$ cat src/rtl/sdram_cam_pkg.sv
// Shared types and defaults for the camera-to-SDRAM frame writer.
package sdram_cam_pkg;
  localparam int DEF_ADDR_W = 22;
  localparam int DEF_DATA_W = 16;

  typedef enum logic {
    IDLE = 1'b0,
    RUN  = 1'b1
  } state_t;

  typedef struct packed {
    logic [4:0] r;
    logic [5:0] g;
    logic [4:0] b;
  } rgb565_t;
endpackage

$ cat src/rtl/sdram_frame_writer_if.sv
// Pixel stream in and Avalon-MM write master out, bundled for the frame writer.
interface sdram_frame_writer_if import sdram_cam_pkg::*; #(
  parameter int ADDR_W = DEF_ADDR_W,
  parameter int DATA_W = DEF_DATA_W
);
  logic [DATA_W-1:0] pix_data;
  logic              pix_valid;
  logic              pix_sof;
  logic [ADDR_W-1:0] avm_address;
  logic [1:0]        avm_byteenable_n;
  logic              avm_chipselect;
  logic [DATA_W-1:0] avm_writedata;
  logic              avm_read_n;
  logic              avm_write_n;
  logic              avm_waitrequest;

  modport master (
    input  pix_data, pix_valid, pix_sof, avm_waitrequest,
    output avm_address, avm_byteenable_n, avm_chipselect, avm_writedata,
           avm_read_n, avm_write_n
  );

  modport slave (
    output pix_data, pix_valid, pix_sof, avm_waitrequest,
    input  avm_address, avm_byteenable_n, avm_chipselect, avm_writedata,
           avm_read_n, avm_write_n
  );
endinterface

$ cat src/rtl/sdram_frame_writer_sync_fifo.sv
// Show-ahead synchronous FIFO; pushes while full are ignored, full is judged before any pop.
module sync_fifo import sdram_cam_pkg::*; #(
  parameter int WIDTH = DEF_DATA_W + 1,
  parameter int DEPTH = 16
) (
  input  logic                   clk,
  input  logic                   rst,
  input  logic                   push,
  input  logic                   pop,
  input  logic [WIDTH-1:0]       wdata,
  output logic [WIDTH-1:0]       rdata,
  output logic                   full,
  output logic                   empty,
  output logic [$clog2(DEPTH):0] level
);
  localparam int AW = $clog2(DEPTH);

  logic [WIDTH-1:0] mem [DEPTH];
  logic [AW-1:0]    wr_ptr;
  logic [AW-1:0]    rd_ptr;
  logic             do_push;
  logic             do_pop;

  assign full    = (level == (AW+1)'(DEPTH));
  assign empty   = (level == '0);
  assign do_push = push & ~full;
  assign do_pop  = pop & ~empty;
  assign rdata   = mem[rd_ptr];

  always_ff @(posedge clk) begin
    if (rst) begin
      wr_ptr <= '0;
      rd_ptr <= '0;
      level  <= '0;
    end else begin
      if (do_push) wr_ptr <= wr_ptr + 1'b1;
      if (do_pop)  rd_ptr <= rd_ptr + 1'b1;
      level <= level + (AW+1)'(do_push) - (AW+1)'(do_pop);
    end
  end

  always_ff @(posedge clk) begin
    if (do_push) mem[wr_ptr] <= wdata;
  end
endmodule

$ cat src/rtl/sdram_frame_writer.sv
// Camera-to-SDRAM write master: buffers RGB565 pixels and writes one frame per armed SOF.
module sdram_frame_writer import sdram_cam_pkg::*; #(
  parameter int                ADDR_W      = DEF_ADDR_W,
  parameter int                DATA_W      = DEF_DATA_W,
  parameter logic [ADDR_W-1:0] BASE_ADDR   = '0,
  parameter int                FRAME_WORDS = 307200,
  parameter int                FIFO_DEPTH  = 16
) (
  input  logic                 clk_in_clk,
  input  logic                 reset_reset,
  input  logic                 enable,
  sdram_frame_writer_if.master bus,
  output logic                 frame_done,
  output logic                 overflow,
  output logic                 resync_err
);
  localparam int WC_W = (FRAME_WORDS > 1) ? $clog2(FRAME_WORDS) : 1;
  localparam logic [WC_W-1:0] WC_LAST = WC_W'(FRAME_WORDS - 1);
  localparam int FW = DATA_W + 1;

  state_t                      state, state_nx;
  logic [WC_W-1:0]             wc, wc_acc;
  logic                        fifo_push, fifo_pop, fifo_full, fifo_empty;
  logic [FW-1:0]               fifo_wdata, fifo_rdata;
  logic [$clog2(FIFO_DEPTH):0] fifo_level;
  logic                        head_sof;
  logic [DATA_W-1:0]           head_data;
  logic                        accept, last_accept, load;
  logic                        arm_in, arm_head;
  logic [ADDR_W-1:0]           addr_q;
  logic [DATA_W-1:0]           data_q;
  logic                        write_n_q;

  sync_fifo #(.WIDTH(FW), .DEPTH(FIFO_DEPTH)) u_fifo (
    .clk   (clk_in_clk),
    .rst   (reset_reset),
    .push  (fifo_push),
    .pop   (fifo_pop),
    .wdata (fifo_wdata),
    .rdata (fifo_rdata),
    .full  (fifo_full),
    .empty (fifo_empty),
    .level (fifo_level)
  );

  assign fifo_wdata            = {bus.pix_sof, bus.pix_data};
  assign {head_sof, head_data} = fifo_rdata;
  assign accept                = ~write_n_q & ~bus.avm_waitrequest;
  assign last_accept           = accept & (wc == WC_LAST);
  assign wc_acc                = accept ? ((wc == WC_LAST) ? '0 : wc + 1'b1) : wc;
  assign arm_in                = bus.pix_sof & enable;
  // A buffered SOF left over from the previous frame re-arms as soon as it reaches the head.
  assign arm_head              = ~fifo_empty & head_sof & enable;

  always_ff @(posedge clk_in_clk) begin
    if (reset_reset) state <= IDLE;
    else             state <= state_nx;
  end

  always_comb begin
    state_nx = state;
    case (state)
      IDLE: if ((bus.pix_valid & arm_in) | arm_head) state_nx = RUN;
      RUN:  if (last_accept) state_nx = IDLE;
      default: state_nx = IDLE;
    endcase
  end

  always_comb begin
    fifo_push = 1'b0;
    fifo_pop  = 1'b0;
    load      = 1'b0;
    case (state)
      IDLE: begin
        fifo_push = bus.pix_valid & (arm_in | arm_head);
        fifo_pop  = ~fifo_empty & ~arm_head;
      end
      RUN: begin
        fifo_push = bus.pix_valid;
        load      = ~fifo_empty & (write_n_q | (accept & ~last_accept));
        fifo_pop  = load;
      end
      default: ;
    endcase
  end

  always_ff @(posedge clk_in_clk) begin
    if (reset_reset) begin
      wc         <= '0;
      frame_done <= 1'b0;
      overflow   <= 1'b0;
      resync_err <= 1'b0;
    end else begin
      frame_done <= last_accept;
      overflow   <= overflow | (fifo_push & fifo_full);
      if (load & head_sof) begin
        wc <= '0;
        if (wc_acc != '0) resync_err <= 1'b1;
      end else begin
        wc <= wc_acc;
      end
    end
  end

  // Avalon output register: only loads when idle or on acceptance, so waitrequest just holds it.
  always_ff @(posedge clk_in_clk) begin
    if (reset_reset) begin
      write_n_q <= 1'b1;
      addr_q    <= BASE_ADDR;
      data_q    <= '0;
    end else if (load) begin
      write_n_q <= 1'b0;
      data_q    <= head_data;
      addr_q    <= head_sof ? BASE_ADDR : BASE_ADDR + ADDR_W'(wc_acc);
    end else if (accept) begin
      write_n_q <= 1'b1;
    end
  end

  assign bus.avm_address      = addr_q;
  assign bus.avm_writedata    = data_q;
  assign bus.avm_write_n      = write_n_q;
  assign bus.avm_chipselect   = ~write_n_q;
  assign bus.avm_byteenable_n = 2'b00;
  assign bus.avm_read_n       = 1'b1;

  assert property (@(posedge clk_in_clk) disable iff (reset_reset)
                   int'(fifo_level) <= FIFO_DEPTH);
endmodule

$ cat src/flat_wrapper.sv
// flat-port wrapper written by rule: the top's interface ports become plain ports
module sdram_frame_writer_flat import sdram_cam_pkg::*;
#(
  parameter int                ADDR_W      = DEF_ADDR_W,
  parameter int                DATA_W      = DEF_DATA_W,
  parameter logic [ADDR_W-1:0] BASE_ADDR   = '0,
  parameter int                FRAME_WORDS = 307200,
  parameter int                FIFO_DEPTH  = 16
)
  (clk_in_clk, reset_reset, enable, frame_done, overflow, resync_err, bus_pix_data, bus_pix_valid, bus_pix_sof, bus_avm_waitrequest, bus_avm_address, bus_avm_byteenable_n, bus_avm_chipselect, bus_avm_writedata, bus_avm_read_n, bus_avm_write_n);
  sdram_frame_writer_if #(.ADDR_W(ADDR_W), .DATA_W(DATA_W)) bus_i ();
  input  logic clk_in_clk;
  input  logic reset_reset;
  input  logic enable;
  output logic frame_done;
  output logic overflow;
  output logic resync_err;
  input wire logic [$bits(bus_i.pix_data)-1:0] bus_pix_data;
  input wire logic [$bits(bus_i.pix_valid)-1:0] bus_pix_valid;
  input wire logic [$bits(bus_i.pix_sof)-1:0] bus_pix_sof;
  input wire logic [$bits(bus_i.avm_waitrequest)-1:0] bus_avm_waitrequest;
  output wire logic [$bits(bus_i.avm_address)-1:0] bus_avm_address;
  output wire logic [$bits(bus_i.avm_byteenable_n)-1:0] bus_avm_byteenable_n;
  output wire logic [$bits(bus_i.avm_chipselect)-1:0] bus_avm_chipselect;
  output wire logic [$bits(bus_i.avm_writedata)-1:0] bus_avm_writedata;
  output wire logic [$bits(bus_i.avm_read_n)-1:0] bus_avm_read_n;
  output wire logic [$bits(bus_i.avm_write_n)-1:0] bus_avm_write_n;
  assign bus_i.pix_data = bus_pix_data;
  assign bus_i.pix_valid = bus_pix_valid;
  assign bus_i.pix_sof = bus_pix_sof;
  assign bus_i.avm_waitrequest = bus_avm_waitrequest;
  assign bus_avm_address = bus_i.avm_address;
  assign bus_avm_byteenable_n = bus_i.avm_byteenable_n;
  assign bus_avm_chipselect = bus_i.avm_chipselect;
  assign bus_avm_writedata = bus_i.avm_writedata;
  assign bus_avm_read_n = bus_i.avm_read_n;
  assign bus_avm_write_n = bus_i.avm_write_n;
  sdram_frame_writer #(.ADDR_W(ADDR_W), .DATA_W(DATA_W), .BASE_ADDR(BASE_ADDR), .FRAME_WORDS(FRAME_WORDS), .FIFO_DEPTH(FIFO_DEPTH)) u_core (.clk_in_clk(clk_in_clk), .reset_reset(reset_reset), .enable(enable), .bus(bus_i), .frame_done(frame_done), .overflow(overflow), .resync_err(resync_err));
endmodule
$ cat config.mk
export PLATFORM = sky130hd
export DESIGN_NAME = sdram_frame_writer_flat
export DESIGN_NICKNAME = d
export VERILOG_FILES = /design/src/rtl/sdram_cam_pkg.sv /design/src/rtl/sdram_frame_writer_if.sv /design/src/rtl/sdram_frame_writer_sync_fifo.sv /design/src/rtl/sdram_frame_writer.sv /design/src/flat_wrapper.sv
export SDC_FILE = /design/constraint.sdc
export NUM_CORES = 1
export LEC_CHECK = 0
export CORE_ASPECT_RATIO = 0.8
export CORE_MARGIN = 2
export CORE_UTILIZATION = 25
export CTS_CLUSTER_DIAMETER = 30
export DETAILED_ROUTE_END_ITERATION = 12
export PLACE_DENSITY = 0.36
export SYNTH_ARGS = -nofsm -noshare
export SYNTH_HDL_FRONTEND = slang
export SYNTH_SLANG_ARGS = --single-unit
export TNS_END_PERCENT = 100
$ cat constraint.sdc
create_clock -name clk_in_clk -period 6.7 [get_ports clk_in_clk]
set_input_delay 1.34 -clock clk_in_clk [delete_from_list [all_inputs] [get_ports clk_in_clk]]
set_output_delay 1.34 -clock clk_in_clk [all_outputs]
set_load 0.005 [all_outputs]
**Yosys cells after proc, flatten, opt, wreduce, memory -nomap -nowiden**

Memory sizes are Yosys's and may differ from the RTL's. A register that Yosys moved wholly into a read port is not among the register bits.
Index checks and enable logic that the tools add are counted.

- Register bits: 75
- Bits in writable memories: 272
- Input port bits: 22
- Output and inout bits: 46
- Logic and storage cells: 64
- Memories kept: 1

Memory list:

| name | depth | width | read ports | clocked after memory_dff | write ports | RTL line | RTL |
|---|---|---|---|---|---|---|---|
| u_core.u_fifo.mem | 16 | 17 | 1 | 1 | 1 | sdram_frame_writer_sync_fifo.sv:18 | `logic [WIDTH-1:0] mem [DEPTH];` |

- Add/sub/neg operators: 5
- Equality and inequality tests: 2
- Muxes and demuxes: 15
- Bitwise logic cells: 25
- Reductions and logical operators: 5

Operators by type and width:

| kind | count |
|---|---|
| 2-to-1 mux 19 bit | 3 |
| adder 19 x 1 -> 19 bit, second input constant | 1 |
| == test 19 bit, second input constant | 1 |
| nonzero test 19 bit | 1 |
| AND 1 bit | 14 |
| adder 4 x 1 -> 4 bit, second input constant | 2 |
| 2-to-1 mux 4 bit | 2 |
| 2-to-1 mux 1 bit | 7 |
| NOT 1 bit | 7 |
| one-hot mux 1 bit (2 select lines) | 3 |
| adder 5 x 1 -> 5 bit | 1 |
| == test 5 bit, second input constant | 1 |
| zero test 5 bit | 1 |
| subtractor 5 x 1 -> 5 bit | 1 |
| bitwise OR 1 bit | 4 |
| AND reduction 2 bit | 1 |
| nonzero test 2 bit | 1 |
| OR reduction 2 bit | 1 |

**Logic depth before layout (Yosys ltp)**

Gate-level depths: netlist of run 1.

- Word-level depth: 11
- Gate-level depth with buffers: 14
- Gate-level depth less buffers: 13

**Cells and area by module**

From an unflattened synthesis of run 1, not the netlist that was laid out.

- Cells, all modules: 864
- Area total of the unflattened synthesis: 13889.6 µm²

By module, submodules not included:

| module | instances | cells each | area each (µm²) | seq. area each (µm²) |
|---|---|---|---|---|
| sync_fifo | 1 | 526 | 11143.2 | 8508.2 |
| sdram_frame_writer | 1 | 338 | 2746.4 | 1181.1 |

**Worst setup path before layout of run 1**

OpenSTA, ideal clock, no wires.

- Path type: input port to flip-flop
- Start point: in bus_pix_sof
- End point: mem u_core.u_fifo.mem[4][0] (netlist name), enable pin
- Setup time: 0.435 ns
- Arrival time: 3.537 ns
- Data required time: 6.265 ns
- Path slack: 2.728 ns
- Stages on the path: 5
- Path buffers: 1
- Cell sequence: and2_1 o211a_1 a41oi_2 buf_4 nor4_1

- Word-level cells in the longest chain between the ends: 7

RTL lines:

| item | RTL line | RTL |
|---|---|---|
| from (decl) | flat_wrapper.sv:20 | `input wire logic [$bits(bus_i.pix_sof)-1:0] bus_pix_sof;` |
| AND 1 bit | sdram_frame_writer.sv:51 | `assign arm_in = bus.pix_sof & enable;` |
| bitwise OR 1 bit | sdram_frame_writer.sv:75 | `fifo_push = bus.pix_valid & (arm_in \| arm_head);` |
| AND 1 bit | sdram_frame_writer.sv:75 |  |
| one-hot mux 1 bit (2 select lines) | sdram_frame_writer.sv:73 | `case (state)` |
| AND 1 bit | sdram_frame_writer_sync_fifo.sv:26 | `assign do_push = push & ~full;` |
| 2-to-1 mux 1 bit | sdram_frame_writer_sync_fifo.sv:43 | `if (do_push) mem[wr_ptr] <= wdata;` |
| 2-to-1 mux 1 bit (implied by the code) | sdram_frame_writer_sync_fifo.sv:43 |  |
| to (decl) | sdram_frame_writer_sync_fifo.sv:18 |  |

No other way between the ends.

**Worst setup path in the final report of run 1**

- Start point: in bus_pix_sof
- End point: reg u_core.u_fifo.level[4]

- Word-level cells in the longest chain between the ends: 7

RTL lines:

| item | RTL line | RTL |
|---|---|---|
| AND 1 bit | sdram_frame_writer.sv:51 |  |
| bitwise OR 1 bit | sdram_frame_writer.sv:75 |  |
| AND 1 bit | sdram_frame_writer.sv:75 |  |
| one-hot mux 1 bit (2 select lines) | sdram_frame_writer.sv:73 |  |
| AND 1 bit | sdram_frame_writer_sync_fifo.sv:26 |  |
| adder 5 x 1 -> 5 bit | sdram_frame_writer_sync_fifo.sv:38 | `level <= level + (AW+1)'(do_push) - (AW+1)'(do_pop);` |
| subtractor 5 x 1 -> 5 bit | sdram_frame_writer_sync_fifo.sv:38 |  |
| to (signal assigned) | sdram_frame_writer_sync_fifo.sv:38 |  |
| to (decl) | sdram_frame_writer_sync_fifo.sv:14 | `output logic [$clog2(DEPTH):0] level` |

No other way between the ends.
A chain may end at the register's enable or synchronous reset.

==> results of run 1 <==
critical path, delay by kind of cell:
kind / cells / cell delay [ps]
and+or+nand+nor: 3 / 770
buffers and inverters: 3 / 1120
AOI/OAI and AO/OA: 4 / 660
adders and majority gates: 3 / 800
per-stage QoR:
stage | hold slack [ps] | area [um2] | power, uW
2_1_floorplan | 453 | 13800 | 3360
5_1_grt | 468 | 18300 | 8410
4_1_cts | 454 | 18300 | 8190
3_5_place_dp | 448 | 15300 | 3790
6_report | 448 | 18300 | 8050
3_3_place_gp | 442 | 15300 | 3800
cell usage in the layout, fill, tap and decap left out, drive strengths merged, types with 3 or more instances in the layout:
master and instances:
a211oi 3, a21o 4, a21oi 40, a22oi 7, and2 3, buf 21
bufinv 18, clkbuf 99, clkdlybuf4s50 60, clkinv 27, clkinvlp 12, conb 6
dfxtp 76, edfxtp 272, ha 12, inv 19, mux2 4, mux2i 5
mux4 84, nand2 57, nand2b 14, nand3 13, nand4 9, nor2 45
nor2b 10, nor4 11, o21ai 6, or3 10, or3b 3, xnor2 13
xor2 10
registers in the layout, summed over array words and instances, names as in the netlist, named ones only:
signal,flops
u_core.frame_done,1
u_core.u_fifo.level,5
u_core.bus.avm_write_n,1
u_core.bus.avm_writedata,16
u_core.wc,19
u_core.u_fifo.rd_ptr,4
u_core.u_fifo.mem,272
u_core.overflow,1
u_core.u_fifo.wr_ptr,4
u_core.bus.avm_address,19
u_core.state,1
u_core.resync_err,1
cell type report:
type                       instances  share of cell area
timing repair buffer              81              0.0412
multi-input combinational        396               0.213
tap                              702              0.0479
clock buffer                      99               0.122
inverter                          15             0.00307
sequential                       348               0.529
clock inverter                    61              0.0448
per-layer routing:
layer	vias to the layer above	wire, um	track usage
li1	3416	-	-
met1	3908	18500	0.197
met2	186	15100	0.181
met3	68	2110	0.0390
met4	0	839	0.0467
met5	-	0	0
cell usage after synthesis (2+ instances only):
master,n
dfxtp_1,76
or2_2,2
mux2i_1,4
a21oi_1,39
nand2_1,57
ha_1,12
nor2b_1,10
nand3_1,13
nand2b_1,14
a21o_1,4
or3_1,10
inv_1,15
nand4_1,9
xor2_1,10
o31ai_1,2
buf_2,17
conb_1,2
and2_1,3
a211oi_1,2
and3_1,2
or3b_2,2
buf_1,2
clkbuf_1,19
o2111ai_1,2
o21ai_0,6
edfxtp_1,272
nor3_1,2
and4_1,2
mux2_2,4
a22oi_1,7
nor2_1,44
xnor2_1,13
mux4_2,84
buf_4,8
nor4_1,10
power by group through the flow:
stage	sequential [uW]	clock [uW]	combinational (uW)
finish	2590	4340	1120
global route	2620	4550	1230
CTS	2610	4430	1150
detailed placement	2640	0	1140
global placement	2650	0	1160
floorplan	2510	0	849
worst min path at each step:
stage,startpoint,endpoint,slack (ps),depth (start not counted)
3_5_place_dp,u_core.bus.avm_writedata[0]$_SDFFE_PP0P_,u_core.bus.avm_writedata[0]$_SDFFE_PP0P_,450,2
6_report,u_core.bus.avm_address[7]$_SDFFE_PP0P_,u_core.bus.avm_address[7]$_SDFFE_PP0P_,450,2
5_1_grt,u_core.bus.avm_writedata[7]$_SDFFE_PP0P_,u_core.bus.avm_writedata[7]$_SDFFE_PP0P_,470,2
4_1_cts,u_core.bus.avm_writedata[0]$_SDFFE_PP0P_,u_core.bus.avm_writedata[0]$_SDFFE_PP0P_,450,2
3_3_place_gp,u_core.bus.avm_writedata[1]$_SDFFE_PP0P_,u_core.bus.avm_writedata[1]$_SDFFE_PP0P_,440,2
2_1_floorplan,u_core.bus.avm_address[0]$_SDFFE_PP0P_,u_core.bus.avm_address[0]$_SDFFE_PP0P_,450,2
kinds of logic after synthesis:
kind of cell / count (synthesis) / synth area share
compound gates: 72 / 0.0339
xor+xnor: 23 / 0.0146
fa+ha+maj: 13 / 0.0124
buf+inv: 62 / 0.0207
flops: 348 / 0.704
mux: 93 / 0.145
other cells: 2 / 0.000546
simple gates: 189 / 0.0694
==> impl_metrics.ini, run 1 <==
[run_status]
status = completed

[worst_setup_path]
slowest_stage = clkdlybuf4s50_1
cp.required_ps = 7200
r2r-end = u_core.u_fifo.level[4]$_SDFF_PP0_
cp_max_fo = 19
end_kind = register
crit_chain = clkdlybuf4s50_1, and2_1, o211a_1, a41oi_2, buf_4, ha_1, inv_1, ha_1, fa_1, a21oi_1, nor2_1, or3_1, a21oi_1
arrival_ps = 4710
crit_path_start = bus_pix_sof
cp-start-kind = primary input
rr_worst_depth = 13
criticalPathCategory = in -> reg
cp-endpoint = u_core.u_fifo.level[4]$_SDFF_PP0_
slowest_delay_ps = 780
rrSetupSlack_ps = 2570

[finish]
syn2layout_area_growth_pct = 33.3
fin_util = 0.339
diodes = 0
final-instance-count-excl-fill = 1702
multi_input_area_um2 = 3900
nFillCells = 5131
drive_gt1_frac = 0.282
seqCellArea_um2 = 9700
layout.nets = 963

[floorplan]
chipHeight_um = 214
core_um2 = 54100
row_count = 76
start_util = 0.254
die_width_um = 266
ios = 68
dieArea_um2 = 57000

[synth]
ys_seq_area_frac = 0.704
synthArstFlopShare = 0
synthFlopType = edfxtp_1
syn_inst = 802
synth_edf_count = 272
synth.avg_cell_area_um2 = 17.2
ys_seq_elements = 348
ys_top_cells_by_area = edfxtp_1 59%, mux4_2 14%, dfxtp_1 11%, nand2_1 1.6%, a21oi_1 1.4%
yosysWarnings = 0
synth_top_area_frac = 0.593
syn_area_um2 = 13800
yosys.area.top_type = edfxtp_1
ys_types = 57

[clocking]
clock_sinks = 348
cts-resized-gates = 0
hold_buffers = 0
cts_buffers = 86
clk_latency_ps = 600
clkTransAtPathRegs_ps = 40
cts-root-buf = clkbuf_16
cts_setup_buffers = 0
cts_tree = done
htreeDepth = 3
clk_path_buf_depth = 3

[global_route]
grt_pass1_wl_mm = 53.7
grt_pass1_vias = 7876
antenna_found_initial = 0
grt_max_degree = 59
grt-ovfl-total = 0
grt_usage = 0.132

[power]
p_seq_frac = 0.322
internal_power_uw = 6070
switching_share = 0.245
ir_drop_uv = 178
power_frac_comb = 0.139
clkPwrFrac = 0.539
power.density_nw_per_um2 = 439
p_switching_uw = 1970
p_leak_uw = 0.00593

[timing]
period_share = 0.628
fmax_mhz = 238
worst_pin_slew_ps = 1190
finClkSkew_ps = 26.6
slew_violations = 0
rsz0062_at_grt = no
finalSetupTns_ps = 0
fin_ws_ps = 2490
finalCriticalPeriod_ps = 4210
hold_violations = 0
maxSlewHeadroom = 0.205
finalSetupViolCount = 0

[place]
place_congestion = 0.737
dp.cells = 1542
place_ws_ps = 1820
dpl.hpwl_mm = 22.1
io_buffer_count = 61

[worst_hold_path]
hold_path.class = reg -> reg

[detailed_routing]
dr_total_vias = 7578
routed_via_density = 4.45
detail_route.first_pass.iterations = 5
drt_iter0_markers = 500
routed_wl_mm = 36.5
ant_nets = 0
post-route-drc-count = 0
wire_per_inst_um = 21.4

[run]
maxCapViolCount = 0
Note: power is estimated with default switching activity, not from simulation.
==> run 2, diff against run 1 <==
Settings changed: PLACE_DENSITY 0.36 to 0.37.
Clock period 6.7 ns to 3.8 ns, I/O delays scaled along.
==> impl_metrics.ini, run 2 (synthesis gave the netlist of run 1 again) <==
[run_status]
status = completed

[timing]
finClkSkew_ps = 16.5
finalSetupViolCount = 0
period_share = 0.885
hold_violations = 0
slew_violations = 0
worst_pin_slew_ps = 837
finalSetupTns_ps = 0
maxSlewHeadroom = 0.440
fmax_mhz = 297
rsz0062_at_grt = no
finalCriticalPeriod_ps = 3360

[detailed_routing]
wire_per_inst_um = 20.8
dr_total_vias = 7576
post-route-drc-count = 0
routed_via_density = 4.37
ant_nets = 0
routed_wl_mm = 36.1
detail_route.first_pass.iterations = 6
drt_iter0_markers = 427

[clocking]
cts_buffers = 84
cts-resized-gates = 0
clkTransAtPathRegs_ps = 40
clock_sinks = 348
cts-root-buf = clkbuf_16
htreeDepth = 3
cts_setup_buffers = 0
clk_latency_ps = 610
cts_tree = done
clk_path_buf_depth = 3
hold_buffers = 0

[floorplan]
die_width_um = 266
row_count = 76
chipHeight_um = 214
ios = 68
core_um2 = 54100
dieArea_um2 = 57000
start_util = 0.254

[finish]
regMostFlops = u_core.u_fifo.mem
layout_common_cells = 272 x edfxtp_1, 85 x clkbuf_16, 84 x mux4_2
drive_gt1_frac = 0.304
nFillCells = 5140
layout.nets = 994
syn2layout_area_growth_pct = 34.3
diodes = 0
seqCellArea_um2 = 9700
largest_reg_flops = 272
multi_input_area_um2 = 3880
mostFrequentLayoutCell = edfxtp_1
final-instance-count-excl-fill = 1733

[global_route]
grt_usage = 0.130
grt_max_degree = 37
antenna_found_initial = 1
grt_pass1_vias = 8092
grt_pass1_wl_mm = 53.7
grt-ovfl-total = 0

[place]
place_congestion = 0.721
io_buffer_count = 61
dp.cells = 1575
dpl.hpwl_mm = 21.8

[worst_setup_path]
cp_max_fo = 5
cp-start-kind = register
criticalPathCategory = reg -> reg
cp.required_ps = 4320
end_kind = register
arrival_ps = 3890

[power]
ir_drop_uv = 326
p_leak_uw = 0.00610
power.density_nw_per_um2 = 754

[run]
maxCapViolCount = 0

[worst_hold_path]
hold_path.class = reg -> reg
run 2: cell types whose count changed in the layout (fill, tap and decap cells not counted), sizes merged:
cell,delta
clkinvlp,-8
bufinv,-5
clkinv,-1
clkbuf,+6
inv,+6
buf,+33
run 2: path summary, 6_finish.rpt:
path,start,endpoint,slack (ps),cells after the start
setup / recovery,u_core.wc[13]$_SDFF_PP0_,u_core.u_fifo.level[4]$_SDFF_PP0_,440,13
setup reg to reg,u_core.wc[13]$_SDFF_PP0_,u_core.u_fifo.level[4]$_SDFF_PP0_,440,13
hold / removal,u_core.bus.avm_address[1]$_SDFFE_PP0P_,u_core.bus.avm_address[1]$_SDFFE_PP0P_,450,2
hold reg to reg,u_core.bus.avm_address[1]$_SDFFE_PP0P_,u_core.bus.avm_address[1]$_SDFFE_PP0P_,450,2
run 2: layout make-up:
cell class              instances  share of cell area
repair buffers                114              0.0549
flip-flops and latches        348               0.524
inverters                      15             0.00304
clock inverters                53              0.0380
multi-input cells             396               0.210
well taps                     702              0.0475
clock buffers                 105               0.122
run 2: worst max-delay path, cell delays in order (launching register included):
cell,delay (ps)
dfxtp_1,400
or3b_1,410
nor4_4,200
a31o_2,290
a32o_1,280
nor2_2,60
ha_1,270
inv_1,40
ha_1,220
fa_1,430
a21oi_1,160
nor2_1,60
or3_1,330
a21oi_1,130
run 2: per-stage QoR:
| step | utilization | power, uW | hold WS (ps) | worst slack, ps | cell area, um2 |
|---|---|---|---|---|---|
| after floorplan | - | 5930 | 453 | 27.9 | 13800 |
| after global placement | 0.287 | 6670 | 447 | 221 | 15500 |
| after detailed placement | 0.287 | 6660 | 448 | 237 | 15500 |
| after CTS | 0.342 | 14200 | 435 | 419 | 18500 |
| after global routing | 0.342 | 14600 | 440 | 177 | 18500 |
| final | 0.342 | 13900 | 452 | 437 | 18500 |
run 2: routing by layer:
metal,vias to the layer above,GRT usage,part of all wire
li1,3483,-,-
met1,3857,0.187,0.50
met2,158,0.189,0.43
met3,76,0.0363,0.045
met4,2,0.0446,0.022
met5,-,0,0.00019
run 2: where the power goes:
group          total, uW  internal [uW]  switching, uW  leakage (uW)
Sequential          4410           4300            109       0.00307
Combinational       2110           1050           1060       0.00158
Clock               7430           5120           2300       0.00145
==> run 3, diff against run 2 <==
Settings changed: SKIP_LAST_GASP set to 1.
==> results of run 3 <==
No change in the layout: final DEF, timing and power equal those of run 2.
